$ cat src/rtl/alu_issue_sequencer.sv
// ALU issue sequencer: accepts one ALU instruction word at a time, drives the
// ALU control bundle from the latched word, holds GATEALU for a fixed number
// of cycles, then captures ANSWER and issues a one-cycle register writeback.
module alu_issue_sequencer #(
    parameter int EXEC_CYCLES = 1,   // 1..15
    parameter int CNT_W       = 16
) (
    input  logic             CLK,
    input  logic             RESET,
    input  logic [15:0]      INSTR,
    input  logic             INSTR_VALID,
    output logic             INSTR_READY,
    input  logic [15:0]      ANSWER,
    output logic [1:0]       ALUK,
    output logic [1:0]       SR2SELECT,
    output logic [2:0]       REGISTER1,
    output logic [2:0]       REGISTER2,
    output logic [7:0]       DATA,
    output logic [6:0]       ADDRESS,
    output logic             GATEALU,
    output logic             LDREG,
    output logic [2:0]       DR,
    output logic [15:0]      RESULT,
    output logic             DONE,
    output logic             ILLEGAL,
    output logic [CNT_W-1:0] RETIRED
);

    typedef enum logic [2:0] {
        S_IDLE   = 3'd0,
        S_DECODE = 3'd1,
        S_EXEC   = 3'd2,
        S_WB     = 3'd3,
        S_REJECT = 3'd4
    } state_t;

    localparam logic [3:0] EXEC_LAST = 4'(EXEC_CYCLES - 1);
    localparam logic [1:0] SR2_BAD   = 2'b11;

    state_t           state_q, state_d;
    logic [3:0]       exec_cnt_q, exec_cnt_d;
    logic [15:0]      instr_q;
    logic [15:0]      result_q;
    logic [CNT_W-1:0] retired_q;
    logic             exec_last;

    // The last EXEC cycle is the one whose closing edge samples ANSWER.
    assign exec_last = (state_q == S_EXEC) && (exec_cnt_q == EXEC_LAST);

    // Next-state and control strobes; every strobe defaults low.
    always_comb begin
        state_d     = state_q;
        exec_cnt_d  = exec_cnt_q;
        INSTR_READY = 1'b0;
        GATEALU     = 1'b0;
        LDREG       = 1'b0;
        DONE        = 1'b0;
        ILLEGAL     = 1'b0;
        case (state_q)
            S_IDLE: begin
                INSTR_READY = 1'b1;
                if (INSTR_VALID) begin
                    state_d = S_DECODE;
                end
            end
            S_DECODE: begin
                exec_cnt_d = 4'd0;
                state_d    = (instr_q[13:12] == SR2_BAD) ? S_REJECT : S_EXEC;
            end
            S_EXEC: begin
                GATEALU = 1'b1;
                if (exec_last) begin
                    state_d = S_WB;
                end else begin
                    exec_cnt_d = exec_cnt_q + 4'd1;
                end
            end
            S_WB: begin
                LDREG   = 1'b1;
                DONE    = 1'b1;
                state_d = S_IDLE;
            end
            S_REJECT: begin
                DONE    = 1'b1;
                ILLEGAL = 1'b1;
                state_d = S_IDLE;
            end
            default: begin
                state_d = S_IDLE;
            end
        endcase
    end

    // State register and EXEC cycle counter.
    always_ff @(posedge CLK) begin
        if (RESET) begin
            state_q    <= S_IDLE;
            exec_cnt_q <= 4'd0;
        end else begin
            state_q    <= state_d;
            exec_cnt_q <= exec_cnt_d;
        end
    end

    // Instruction latch; it keeps the bundle stable until the next acceptance.
    always_ff @(posedge CLK) begin
        if (RESET) begin
            instr_q <= 16'd0;
        end else if (INSTR_READY && INSTR_VALID) begin
            instr_q <= INSTR;
        end
    end

    // Capture ANSWER and count the retirement on the final EXEC edge so both
    // are already visible during the writeback cycle.
    always_ff @(posedge CLK) begin
        if (RESET) begin
            result_q  <= 16'd0;
            retired_q <= '0;
        end else if (exec_last) begin
            result_q  <= ANSWER;
            retired_q <= retired_q + CNT_W'(1);
        end
    end

    // Fields overlap in the word; all of them are presented in every mode.
    assign ALUK      = instr_q[15:14];
    assign SR2SELECT = instr_q[13:12];
    assign REGISTER1 = instr_q[11:9];
    assign REGISTER2 = instr_q[8:6];
    assign DATA      = instr_q[7:0];
    assign ADDRESS   = instr_q[6:0];
    assign DR        = instr_q[11:9];
    assign RESULT    = result_q;
    assign RETIRED   = retired_q;

endmodule

$ cat config.mk
export PLATFORM = sky130hd
export DESIGN_NAME = alu_issue_sequencer
export DESIGN_NICKNAME = d
export VERILOG_FILES = /design/src/rtl/alu_issue_sequencer.sv
export SDC_FILE = /design/constraint.sdc
export NUM_CORES = 1
export LEC_CHECK = 0
export CAP_MARGIN = 25
export CORE_ASPECT_RATIO = 1.1
export CORE_UTILIZATION = 45
export DETAILED_ROUTE_END_ITERATION = 8
export GPL_ROUTABILITY_DRIVEN = 0
export PLACE_DENSITY = 0.84
export SKIP_LAST_GASP = 1
export SLEW_MARGIN = 10
export SYNTH_ARGS = -nofsm -noshare
export SYNTH_HDL_FRONTEND = slang
export SYNTH_SLANG_ARGS = --single-unit
$ cat constraint.sdc
create_clock -name CLK -period 5.2 [get_ports CLK]
set_input_delay 1.04 -clock CLK [delete_from_list [all_inputs] [get_ports CLK]]
set_output_delay 1.04 -clock CLK [all_outputs]
set_load 0.05 [all_outputs]
==> metrics.md <==
| Metric | Value |
|---|---|
| Antenna cells | `0` |
| H-Tree Depth | `2` |
| Hpwl dp | `~3800 um` |
| Syn_area_per_cell | `around 8 um^2` |
| Vias in the first global route | `1966` |
| Peak VDD IR | `~0.00014 V` |
| Yosys warnings | `0` |
| Core Area | `0.005034 mm^2` |
| Die W | `around 71 um` |
| Footprint of the multi-input gates | `0.001092 mm^2` |
| First-pass GRT wire length | `about 8900 um` |
| Reg power frac | `a little under half` |
| Layout fillers | `between 400 and 500` |
| Critical-path maximum fanout | `12` |
| Seq/Total Area, Yosys | `a little under half` |
| Synth Flop Type | `dfxtp_1` |
| F_max | `between 300 and 400 MHz` |
| Critical path's largest stage delay | `between 0.8 and 0.9 ns` |
| Clk_lat worst skew | `just over 0.3 ns` |
| Sink Count | `55` |
| Crit Path Class | `flip-flop to output port` |
| Total iterations of the first detailed-routing run | `8` |
| DP Cell Count | `around 420` |
| Failing checks | `DRC` |
| Synth top cells by count | `nand2_1 (73), dfxtp_1 (55), a21oi_1 (46)` |
| Sequential cell area | `between 0.001 and 0.0015 mm^2` |
| Netlist cell types | `about 40` |
| Post-Route WL | `about 5500 um` |
| Final Hold Viols | `0` |
| Period utilization | `62.22%` |
| RSZ-0062 raised after global routing | `no` |
| CP arrival | `2.20 ns` |
| Grt ovf | `0` |
| Cts bufs inserted | `5` |
| DRC errors left | `9` |
| Clk pin slew, worst setup/hold paths | `0.09 ns` |
| Drt wl/cell | `between 10 and 15 um` |
| Core Util, Final | `about 67%` |
| Die area | `around 0.0055 mm^2` |
| Final setup TNS | `0 ns` |
| Post-synthesis cell area | `about 0.0024 mm^2` |
| Pwr Density | `~290 mW/mm^2` |
| Worst path slowest cell | `clkdlybuf4s50_1` |
| Final nets | `roughly 400` |
| Switching power | `307.7 uW` |
| Post-CTS Resized | `0` |
| CP Capture Type | `output port` |
| CP startpoint kind | `flip-flop` |
| Setup bufs post-CTS | `0` |
| Max cap viols | `0` |
| Post-synth ARST share | `0%` |
| Die H | `between 70 and 80 um` |
| Via Count | `around 2200` |
| Actual slew at the worst max-slew pin | `slightly below 1 ns` |
| Clk network pwr share | `29.4%` |
| Area Growth Syn to Fin | `43.73%` |
| Synthesized instance count | `approximately 290` |
| Status | `complete, but fails checks` |
| Row cnt | `27` |
| I/O Pins | `100` |
| Synth area leaders | `dfxtp_1 (47%), nand2_1 (12%), a21oi_1 (9.8%)` |
| Clock skew | `between 0.002 and 0.003 ns` |
| Tmin final | `approximately 3.2 ns` |
| Post-synth top area cell | `dfxtp_1` |
| 1st-iter DRT viols | `91` |
| CTS root buf | `clkbuf_8` |
| Static Leak | `about 0.0012 uW` |
| Worst EP required | `about 4.2 ns` |
| Hold-fix buffers, CTS | `0` |
| CTS tree | `done` |
| Clock Tree Buf Depth | `2` |
| Area share of the largest cell type after synthesis | `46.76%` |
| Worst-path cell chain | `nor3b_2 > clkdlybuf4s50_1` |
| Final total power | `990.6 uW` |
| Initial antenna violation count | `0` |
| PortBufs | `99` |
| Comb power frac | `between 20 and 25%` |
| Starting Density | `46.78%` |
| Share of cells above drive strength 1 | `4.076%` |
| Largest net degree at the start of global routing | `58` |
| Final setup vio count | `0` |
| Top-count cell post-synth | `nand2_1` |
| Internal Power | `approximately 700 uW` |
| Sw frac | `between 30% and 40%` |
| Post-synth EDFFs | `0` |
| Count of final max-slew check failures | `0` |
| Yosys reg bits | `55` |
| Slew HR | `34.72%` |
| Fin cells | `426` |
| Post-route ant nets | `0` |
| Vias per cell | `between 5 and 6` |
| Hold Crit Class | `flip-flop to flip-flop` |
| Synthesized Nets | `around 330` |
| Gr usage total | `about 20%` |
## cell type report
type                    count  area share [%]
multi-input cells         202           32.27
clock inverters             2           1.035
flip-flops and latches     55           32.53
repair buffers             99           29.13
well taps                  58           2.144
clock buffers               6           2.440
inverters                   4          0.4436
## flip-flops by register name (all words and copies together) (netlist names)
signal      count
instr_q        16
state_q         3
exec_cnt_q      4
RETIRED        16
RESULT         16
## power by group through the flow
| stage | Clock [uW] | Combinational [uW] | Sequential, uW |
|---|---|---|---|
| 6_report | 291 | 242 | 457 |
| 2_1_floorplan | 0 | 105 | 525 |
| 4_1_cts | 297 | 244 | 457 |
| 5_1_grt | 314 | 256 | 461 |
| 3_3_place_gp | 0 | 241 | 466 |
| 3_5_place_dp | 0 | 243 | 467 |
## path summary, 6_finish.rpt
kind	start	to	slack, ns	depth (start not counted)
max	state_q[1]	GATEALU	1.96	2
min	RESULT[6]	RESULT[6]	0.46	2
max reg2reg	exec_cnt_q[0]	RESULT[0]	3.16	6
min reg2reg	RESULT[6]	RESULT[6]	0.46	2
## critical path: cells and delay by family (launching register included)
family | cells | cell delay [ns]
DFF | 1 | 0.54
and+or+nand+nor | 1 | 0.46
buffers and inverters | 1 | 0.89
## cells in the final DEF (no fill, tap or decap), types with 5 or more instances in the layout
cell             synthesis  routed
a21oi_1                 46      46
clkbuf_8                 0       6
clkdlybuf4s50_1          0      98
dfxtp_1                 55      55
nand2_1                 73      73
nand3_1                  5       5
nand4_1                  5       5
nor2_1                  12      12
o21ai_1                  8       8
or3_1                    7       7
xor2_1                   5       5
## stage by stage
stage               hold WS [ns]  worst slack (ns)  cell area, um^2
finish                    0.4557             1.965             3385
detailed placement        0.4463             2.313             3267
global route              0.4770             1.871             3385
global placement          0.4414             2.350             3267
CTS                       0.4595             1.951             3385
floorplan                 0.4851             2.410             2355
## layer usage
metal / global-route usage [%] / vias to the layer above / share of wire, %
met5: 0 / - / 0
met3: 5.844 / 8 / 7.7
met2: 37.02 / 67 / 50
met4: 7.600 / 0 / 1.7
met1: 21.54 / 1004 / 41
li1: - / 1118 / -
## cells by family (layout without fill, tap and decap cells)
logic type               after synthesis  after routing  synth area share, %
multiplexers                           2              2               0.9033
flip-flops                            55             55                46.76
AO/OA/AOI/OAI                         61             61                13.50
AND/OR/NAND/NOR                      129            129                27.79
adder cells (fa/ha/maj)                3              3                1.594
buffers and inverters                 30            111                6.854
XOR/XNOR                               7              7                2.604
Note: power is estimated with default switching activity, not from simulation.
